<file path="src/rtl/display_pkg.sv">
// display_pkg
// Shared constants and types for the 4-digit 7-segment display scanner.
//   DIGIT_COUNT  : number of multiplexed digits on the board
//   ANODE_OFF    : active-low anode pattern with every digit dark
//   selector_t   : digit index fed to the display multiplexer
//   scan_state_t : DRIVE (digit strobed) / BLANK (inter-digit dead time)
package display_pkg;

    localparam int         DIGIT_COUNT = 4;
    localparam logic [3:0] ANODE_OFF   = 4'b1111;

    typedef logic [1:0] selector_t;

    typedef enum logic {
        DRIVE = 1'b0,
        BLANK = 1'b1
    } scan_state_t;

endpackage

</file>
<file path="src/rtl/tick_divider.sv">
// tick_divider
// Modulo-N cycle counter with count enable and terminal-count pulse.
// Ports:
//   clock : system clock, rising edge
//   reset : asynchronous, active-high; clears the count to 0
//   en    : count enable; the count holds while low
//   tc    : high during the enabled cycle in which the count is N-1
//           (the count wraps to 0 on that edge)
module tick_divider #(
    parameter int unsigned N = 4
) (
    input  logic clock,
    input  logic reset,
    input  logic en,
    output logic tc
);

    // Keep at least one bit so N = 1 still elaborates (tc then fires every enabled cycle).
    localparam int unsigned W    = (N > 1) ? $clog2(N) : 1;
    localparam logic [W-1:0] LAST = W'(N - 1);

    logic [W-1:0] count_reg;

    assign tc = en && (count_reg == LAST);

    always_ff @(posedge clock or posedge reset) begin
        if (reset) begin
            count_reg <= '0;
        end else if (en) begin
            count_reg <= tc ? '0 : count_reg + 1'b1;
        end
    end

endmodule

</file>
<file path="src/rtl/display_scanner.sv">
// display_scanner
// Time-multiplexing driver for the Basys3 4-digit 7-segment display.
// Generates the digit selector for the downstream multiplexer and the
// matching active-low anode strobe; digits whose mask bit is clear are
// skipped in the scan order.
// Ports:
//   clock      : system clock, rising edge
//   reset      : asynchronous, active-high
//   enable     : 1 = scanning; 0 = display dark, scan state frozen
//   digit_mask : bit i set = digit i takes part in the scan
//   selector   : index of the scanned digit (registered)
//   anode      : active-low one-hot digit strobe (registered, at most one low)
//   scan_tick  : one-cycle pulse on every selector update (period end)
// Build option:
//   DISPLAY_SCANNER_BLANK_EN : inserts BLANK_TICKS cycles of dark anodes
//                              after every period end (BLANK state).
module display_scanner
    import display_pkg::*;
#(
    parameter int unsigned TICKS_PER_DIGIT = 100000,
    parameter int unsigned BLANK_TICKS     = 1000
) (
    input  logic       clock,
    input  logic       reset,
    input  logic       enable,
    input  logic [3:0] digit_mask,
    output logic [1:0] selector,
    output logic [3:0] anode,
    output logic       scan_tick
);

    scan_state_t state_reg;
    scan_state_t state_next;
    selector_t   sel_reg;
    selector_t   sel_next;
    logic [3:0]  anode_reg;
    logic [3:0]  anode_next;
    logic        scan_tick_reg;
    logic        period_en;
    logic        period_tc;

    // Nearest set mask bit after cur, searching cur+1, cur+2, cur+3 (mod 4).
    // Scanning from the farthest candidate down lets the nearest one win.
    // Falls back to cur when no other digit is enabled.
    function automatic selector_t next_digit(input selector_t cur, input logic [3:0] mask);
        selector_t cand;
        next_digit = cur;
        for (int k = DIGIT_COUNT - 1; k >= 1; k--) begin
            cand = cur + selector_t'(k);
            if (mask[cand]) begin
                next_digit = cand;
            end
        end
    endfunction

    // The period counter only advances while a digit is being driven.
    assign period_en = enable && (state_reg == DRIVE);

    tick_divider #(
        .N(TICKS_PER_DIGIT)
    ) u_period (
        .clock(clock),
        .reset(reset),
        .en   (period_en),
        .tc   (period_tc)
    );

`ifdef DISPLAY_SCANNER_BLANK_EN
    logic blank_en;
    logic blank_tc;

    assign blank_en = enable && (state_reg == BLANK);

    tick_divider #(
        .N(BLANK_TICKS)
    ) u_blank (
        .clock(clock),
        .reset(reset),
        .en   (blank_en),
        .tc   (blank_tc)
    );
`else
    // Dead time is not built in; BLANK_TICKS has no effect here.
    logic unused_blank_ticks;
    assign unused_blank_ticks = (BLANK_TICKS > 0);
`endif

    always_ff @(posedge clock or posedge reset) begin
        if (reset) begin
            state_reg     <= DRIVE;
            sel_reg       <= '0;
            anode_reg     <= ANODE_OFF;
            scan_tick_reg <= 1'b0;
        end else begin
            state_reg     <= state_next;
            sel_reg       <= sel_next;
            anode_reg     <= anode_next;
            scan_tick_reg <= period_tc;
        end
    end

    always_comb begin
        state_next = state_reg;
        sel_next   = sel_reg;
        anode_next = ANODE_OFF;

        if (period_tc) begin
            sel_next = next_digit(sel_reg, digit_mask);
        end

`ifdef DISPLAY_SCANNER_BLANK_EN
        case (state_reg)
            DRIVE:   if (period_tc) state_next = BLANK;
            BLANK:   if (blank_tc)  state_next = DRIVE;
            default: state_next = DRIVE;
        endcase
`else
        state_next = DRIVE;
`endif

        // Anode is computed from the next selector so selector and strobe
        // always change on the same edge.
        if (enable && digit_mask[sel_next] && (state_next == DRIVE)) begin
            anode_next = ~(4'b0001 << sel_next);
        end
    end

    assign selector  = sel_reg;
    assign anode     = anode_reg;
    assign scan_tick = scan_tick_reg;

endmodule

</file>
<file path="config.mk">
export PLATFORM = sky130hd
export DESIGN_NAME = display_scanner
export DESIGN_NICKNAME = d
export VERILOG_FILES = /design/src/rtl/display_pkg.sv /design/src/rtl/tick_divider.sv /design/src/rtl/display_scanner.sv
export SDC_FILE = /design/constraint.sdc
export NUM_CORES = 1
export LEC_CHECK = 0
export ABC_AREA = 1
export CORE_MARGIN = 3
export CORE_UTILIZATION = 56
export DETAILED_ROUTE_END_ITERATION = 8
export GPL_ROUTABILITY_DRIVEN = 1
export MAX_ROUTING_LAYER = met4
export PLACE_DENSITY = 0.86
export SYNTH_ARGS = -nofsm -noshare
export SYNTH_HDL_FRONTEND = slang
export SYNTH_SLANG_ARGS = --single-unit
</file>
<file path="constraint.sdc">
create_clock -name clock -period 2 [get_ports clock]
set_input_delay 0.2 -clock clock [delete_from_list [all_inputs] [get_ports clock]]
set_output_delay 0.2 -clock clock [all_outputs]
set_load 0.02 [all_outputs]
</file>
==> results of run 1 <==
-- how the worst max path moves through the flow --
stage	from	endpoint	slack (ps)	cells past startpoint
after detailed placement	enable	anode[0]	50	12
after global placement	enable	anode[0]	130	12
after CTS	u_period.count_reg[0]	u_period.count_reg[16]	30	11
after global routing	u_period.count_reg[1]	anode[0]	-40	14
after floorplan	selector[0]	anode[0]	270	15
final	u_period.count_reg[1]	anode[0]	100	13
-- power by group --
part | leakage, µW | switching (µW) | internal [µW]
Sequential | 0.000265 | 123 | 581
Combinational | 0.000589 | 240 | 149
Clock | 0.0000210 | 141 | 111
Total | 0.000874 | 504 | 841
-- worst register-to-register path, delay by kind of cell (launching register included) --
kind	cells	cell delay [ps]
simple gates	10	1010
flops	1	390
buf+inv	2	220
fa+ha+maj	1	210
-- per-layer routing --
| layer | wire [µm] | part of all wire |
|---|---|---|
| met5 | 0 | 0 |
| met4 | 99 | 0.029 |
| met3 | 189 | 0.056 |
| met2 | 1720 | 0.51 |
| met1 | 1370 | 0.40 |
-- cell type report --
type	instances	area [µm²]	area share
flip-flops and latches	24	607	0.358
multi-input cells	132	722	0.426
repair buffers	21	190	0.112
well taps	28	35.0	0.0207
inverters	28	105	0.0620
clock buffers	4	36.3	0.0214
-- layout by cell type, fill, tap and decap left out, types with 3 or more instances in the layout --
cell type,synthesis,final
nand2_2,2,3
dfstp_2,4,4
nand3_1,17,15
nand2_1,50,49
a21oi_1,5,5
buf_4,0,8
clkbuf_4,0,3
nor2_1,23,21
clkdlybuf4s50_1,0,13
nor2_2,1,3
inv_1,23,23
xor2_1,5,5
o21ai_0,6,6
dfrtp_1,20,19
nor4_1,3,3
nand4_1,6,6
inv_2,5,5
-- kinds of logic after synthesis --
logic type | synth area share
compound gates | 0.0599
flops | 0.433
xor+xnor | 0.0313
buf+inv | 0.0813
simple gates | 0.386
fa+ha+maj | 0.00894
-- metrics by stage --
step / cells / power [µW] / hold slack (ps)
5_1_grt: 237 / 1420 / 217
3_3_place_gp: 230 / 1010 / 481
2_1_floorplan: 186 / 925 / 212
4_1_cts: 234 / 1280 / 202
3_5_place_dp: 230 / 1030 / 492
6_report: 237 / 1350 / 189
-- what timing repair did --
action,CTS,global route
hold endpoints to repair,0,0
setup buffers,0,3
setup endpoints to repair,0,3
gates resized for setup,0,10
==> run_results.csv, run 1 <==
group,metric,value,unit
timing,final-setup-viol-count,0,
critical_path,depth_of_the_worst_register_to_register_path,13,
critical_path,worstSetupEndpointType,"register",
detailed_routing,via_per_inst,5.65,
yosys,ys_ff_latch,24,
critical_path,worstPathArrival,2140,ps
timing,achievable-frequency,528,MHz
global_routing,grt_util_met3,0.0394,
yosys,synthFlopType,"dfrtp_1",
detailed_routing,avgRoutedWirePerCell,14.3,µm
placement,gp_congestion,0.891,
cts,clk-insertion-delay-late,310,ps
final_layout,layout-drive-gt1-share,0.187,
detailed_routing,detail_route.first_pass.iterations,4,
yosys,synthDistinctLibCells,28,
status,status,"finished clean",
die,fp.dieW,56,µm
global_routing,overflow,0,
die,die-area,3140,µm²
detailed_routing,drc_errors,0,
power,ir_worst_vdd,629,µV
critical_path,chain_of_cells_forming_the_critical_path,"ha_2, nand3_4, buf_4, inv_1, nand3_2, nor2_8, nand2_2, nand2_4, nand3_1, nand2_2, nand2_1, nand2_2, nand3_2",
die,core_area,2300,µm²
global_routing,global_route.usage.total,0.213,
critical_path,critPathKind,"register to register",
critical_path,end_of_the_worst_register_to_register_path,"anode[0]",
global_routing,grt_antenna_before_repair,0,
global_routing,grt.busiest_layer,"met2",
detailed_routing,vias,1338,
critical_path,worst-path-max-fanout,5,
die,initial_utilization,0.609,
cts,holdBufCountCts,0,
final_layout,largest_reg_flops,17,
placement,placement.cell_area,1590,µm²
yosys,syn_inst,186,
cts,tritoncts_clock_tree,"done",
cts,cts.reportedPaths.clkPinSlew,130,ps
critical_path,crit_path_frequent_cell,"nand2_2",
timing,finalCriticalPeriod,1900,ps
critical_path,cp.buffers_inverters,2,
yosys,yosys_warnings,0,
detailed_routing,drt_iter0_markers,49,
timing,post-route-period-util,0.948,
critical_path,crit_slowest_cell,"dfrtp_1",
final_layout,layout-area-overhead-vs-synth,21.1,%
cts,clock_sink_total,24,
placement,io_buffers,13,
critical_path,worstPathRequired,2250,ps
yosys,synth-edff-count,0,
global_routing,grt_max_degree,14,
cts,cts_max_path_buffers,2,
critical_path,setup.worst_path.start_class,"register",
final_layout,fill_cell_total_of_the_finished_layout,172,
critical_path,rrSetupSlack,100,ps
final_layout,fin_util,0.738,
yosys,yosysSeqAreaShare,0.433,
yosys,synth_area_leaders,"dfrtp_1 (36%), nand2_1 (13%), dfstp_2 (7.5%), inv_1 (6.2%), nor2_1 (6.2%)",
timing,finalHoldViolCount,0,
critical_path,max_stage_delay,390,ps
yosys,netlist_top_cells_count,"nand2_1 (50), inv_1 (23), nor2_1 (23)",
placement,pre_cts_ws,53.4,ps
critical_path,critical-path-top-delay-family,"simple AND/OR/NAND/NOR gates",
global_routing,grtUsageMet2,0.377,
cts,cts_root_buf,"clkbuf_4",
run,maxCapViolations,0,
final_layout,design_area,1700,µm²
detailed_routing,aggregate_routed_wire_length,3380,µm
global_routing,groute.layer.met1.usage,0.222,
timing,finalWorstSetupSlack,105,ps
die,rows,17,
yosys,syn_area_per_cell,7.53,µm²
timing,count_of_final_max_slew_check_failures,0,
yosys,synth-async-reset-ratio,1.00,
timing,skew,2.66,ps
worst_hold_path,min-delay-path-class,"primary input to async pin",
power,power-per-cell-area,794,nW/µm²
placement,dpl.hpwl,2470,µm
power,p_leak,0.000874,µW
yosys,synth_area,1400,µm²
timing,final.setup.tns,0,ps
yosys,synth.most_common_cell,"nand2_1",
yosys,synth_top_area_frac,0.357,
timing,maxSlewHeadroom,0.683,
timing,tightestPinTransition,475,ps
cts,cts_made_buffers,3,
yosys,synth.net_count,194,
die,die_height,56,µm
final_layout,num_antenna_cells,0,
critical_path,crit-reg2reg-launch,"u_period.count_reg[1]",
final_layout,final_net_count,218,
detailed_routing,antenna_left,0,
cts,h-tree-depth,1,
global_routing,grt_pass1_wl,5290,µm
global_routing,number_of_global_route_vias_before_repair,1325,
yosys,synth_largest_area_cell,"dfrtp_1",
die,io_pins,14,
No activity file was read; power rests on OpenSTA's default activity.
==> run 2: changes to the inputs <==
==> constraint.sdc (replaced) <==
create_clock -name clock -period 2 [get_ports clock]
set_input_delay 0.4 -clock clock [delete_from_list [all_inputs] [get_ports clock]]
set_output_delay 0.4 -clock clock [all_outputs]
set_load 0.02 [all_outputs]
==> run 2 against run 1 <==
Final cell count did not move. Flip-flop and latch count did not move. Highest routed layer unchanged. Largest cell class unchanged. Via count rose by 0.82%. Combinational power fell by 9.0%. Largest power group unchanged.
==> run_results.csv, run 2 (synthesized netlist as in run 1, its figures left out) <==
group,metric,value,unit
run,maxCapViolations,0,
critical_path,critical_path.startpoint,"selector[0]",
global_routing,grt_antenna_before_repair,0,
critical_path,chain_of_cells_forming_the_critical_path,"clkdlybuf4s50_1",
timing,rsz0062_at_grt,"false",
power,ir_worst_vdd,713,µV
detailed_routing,detail_route.first_pass.iterations,4,
placement,dpl.hpwl,2510,µm
timing,final-setup-viol-count,0,
die,die-area,3140,µm²
critical_path,critical-path-top-delay-family,"buffers and inverters",
detailed_routing,drt_iter0_markers,47,
global_routing,overflow,0,
timing,skew,9.83,ps
cts,tritoncts_clock_tree,"done",
die,core_area,2300,µm²
die,rows,17,
critical_path,worstPathArrival,1490,ps
critical_path,setup.worst_path.start_class,"register",
final_layout,largest_reg_flops,17,
timing,maxSlewHeadroom,0.787,
critical_path,worstSetupEndpointType,"primary output",
detailed_routing,drc_errors,0,
final_layout,layout-drive-gt1-share,0.158,
critical_path,cp.buffers_inverters,1,
critical_path,critPathKind,"register to primary output",
cts,clock_sink_total,24,
final_layout,num_antenna_cells,0,
final_layout,layout-area-overhead-vs-synth,18.2,%
timing,achievable-frequency,529,MHz
global_routing,number_of_global_route_vias_before_repair,1374,
global_routing,grtUsageMet2,0.394,
global_routing,groute.layer.met1.usage,0.234,
power,p_leak,0.000870,µW
timing,post-route-period-util,0.945,
final_layout,fill_cell_total_of_the_finished_layout,174,
power,power-per-cell-area,766,nW/µm²
placement,io_buffers,13,
cts,clk-insertion-delay-late,320,ps
cts,cts.reportedPaths.clkPinSlew,130,ps
die,io_pins,14,
detailed_routing,via_per_inst,5.69,
global_routing,grt.busiest_layer,"met2",
timing,count_of_final_max_slew_check_failures,0,
timing,tightestPinTransition,319,ps
timing,finalHoldViolCount,0,
global_routing,grt_max_degree,17,
final_layout,final_net_count,218,
global_routing,global_route.usage.total,0.219,
critical_path,worstPathRequired,1600,ps
critical_path,crit_slowest_cell,"clkdlybuf4s50_1",
detailed_routing,aggregate_routed_wire_length,3170,µm
timing,finalCriticalPeriod,1890,ps
cts,cts_max_path_buffers,2,
final_layout,layout.cells.most_common,"nand2_1",
cts,post_cts.repair.setup_buffers,0,
global_routing,grt_util_met3,0.0371,
detailed_routing,vias,1349,
critical_path,max_stage_delay,650,ps
status,status,"finished clean",
cts,cts_made_buffers,3,
final_layout,most-common-layout-cells,"nand2_1 (50), inv_1 (23), nor2_1 (23)",
die,fp.dieW,56,µm
power,report.power.total,1270,µW
final_layout,fin_util,0.721,
critical_path,crit-reg2reg-launch,"selector[0]",
global_routing,grt_pass1_wl,5410,µm
cts,h-tree-depth,1,
worst_hold_path,min-delay-path-class,"primary input to async pin",
placement,gp_congestion,0.875,
die,die_height,56,µm
cts,holdBufCountCts,0,
cts,cts_root_buf,"clkbuf_4",
detailed_routing,avgRoutedWirePerCell,13.4,µm
detailed_routing,antenna_left,0,
critical_path,worst-path-max-fanout,9,
die,initial_utilization,0.609,
-- run 2: cell counts in the layout (fill, tap and decap cells not counted) --
No cell type changed its count.
-- run 2: worst paths after layout --
check                      slack, ps                endpoint  cells past startpoint
min in group clock               500   u_period.count_reg[9]                      1
min reg2reg                      500   u_period.count_reg[9]                      1
max                              110             selector[0]                      1
max in group asynchronous       1170  u_period.count_reg[16]                      3
max reg2reg                      140                anode[1]                     14
min                              310             selector[0]                      2
-- run 2: power by group --
group	switching, µW	total [µW]	internal, µW
logic	227	354	128
registers	109	690	581
clock network	146	224	78.2
total	481	1270	787
-- run 2: through the flow --
step | setup WS [ps] | area, µm² | instances | setup TNS, ps | hold slack, ps
after floorplan | 273 | 1400 | 186 | 0 | 412
after global placement | -35.5 | 1620 | 233 | -70.9 | 484
after detailed placement | -138 | 1620 | 233 | -264 | 490
after CTS | 83.6 | 1640 | 237 | 0 | 326
after global routing | 1.23 | 1660 | 237 | 0 | 345
final | 110 | 1660 | 237 | 0 | 310
-- run 2: final cells by class --
cell class	count	area, µm²	share of cell area
flip-flops and latches	24	607	0.367
clock buffers	4	26.3	0.0159
repair buffers	21	190	0.115
inverters	28	105	0.0635
well taps	28	35.0	0.0212
multi-input cells	132	692	0.418
-- run 2: timing repair --
item / 4_1_cts / 5_1_grt
gates resized for setup: 1 / 2
pin swaps: 0 / 0
setup endpoints to repair: 1 / 4
-- run 2: routing by layer --
metal / vias up / routed length (µm)
li1: 639 / -
met1: 633 / 1220
met2: 62 / 1700
met3: 15 / 159
met4: 0 / 91
met5: - / 0
==> run 3: changes to the inputs <==
- SLEW_MARGIN: unset -> 30
==> results of run 3 <==
Final layout, timing and power as in run 2 (identical DEF).
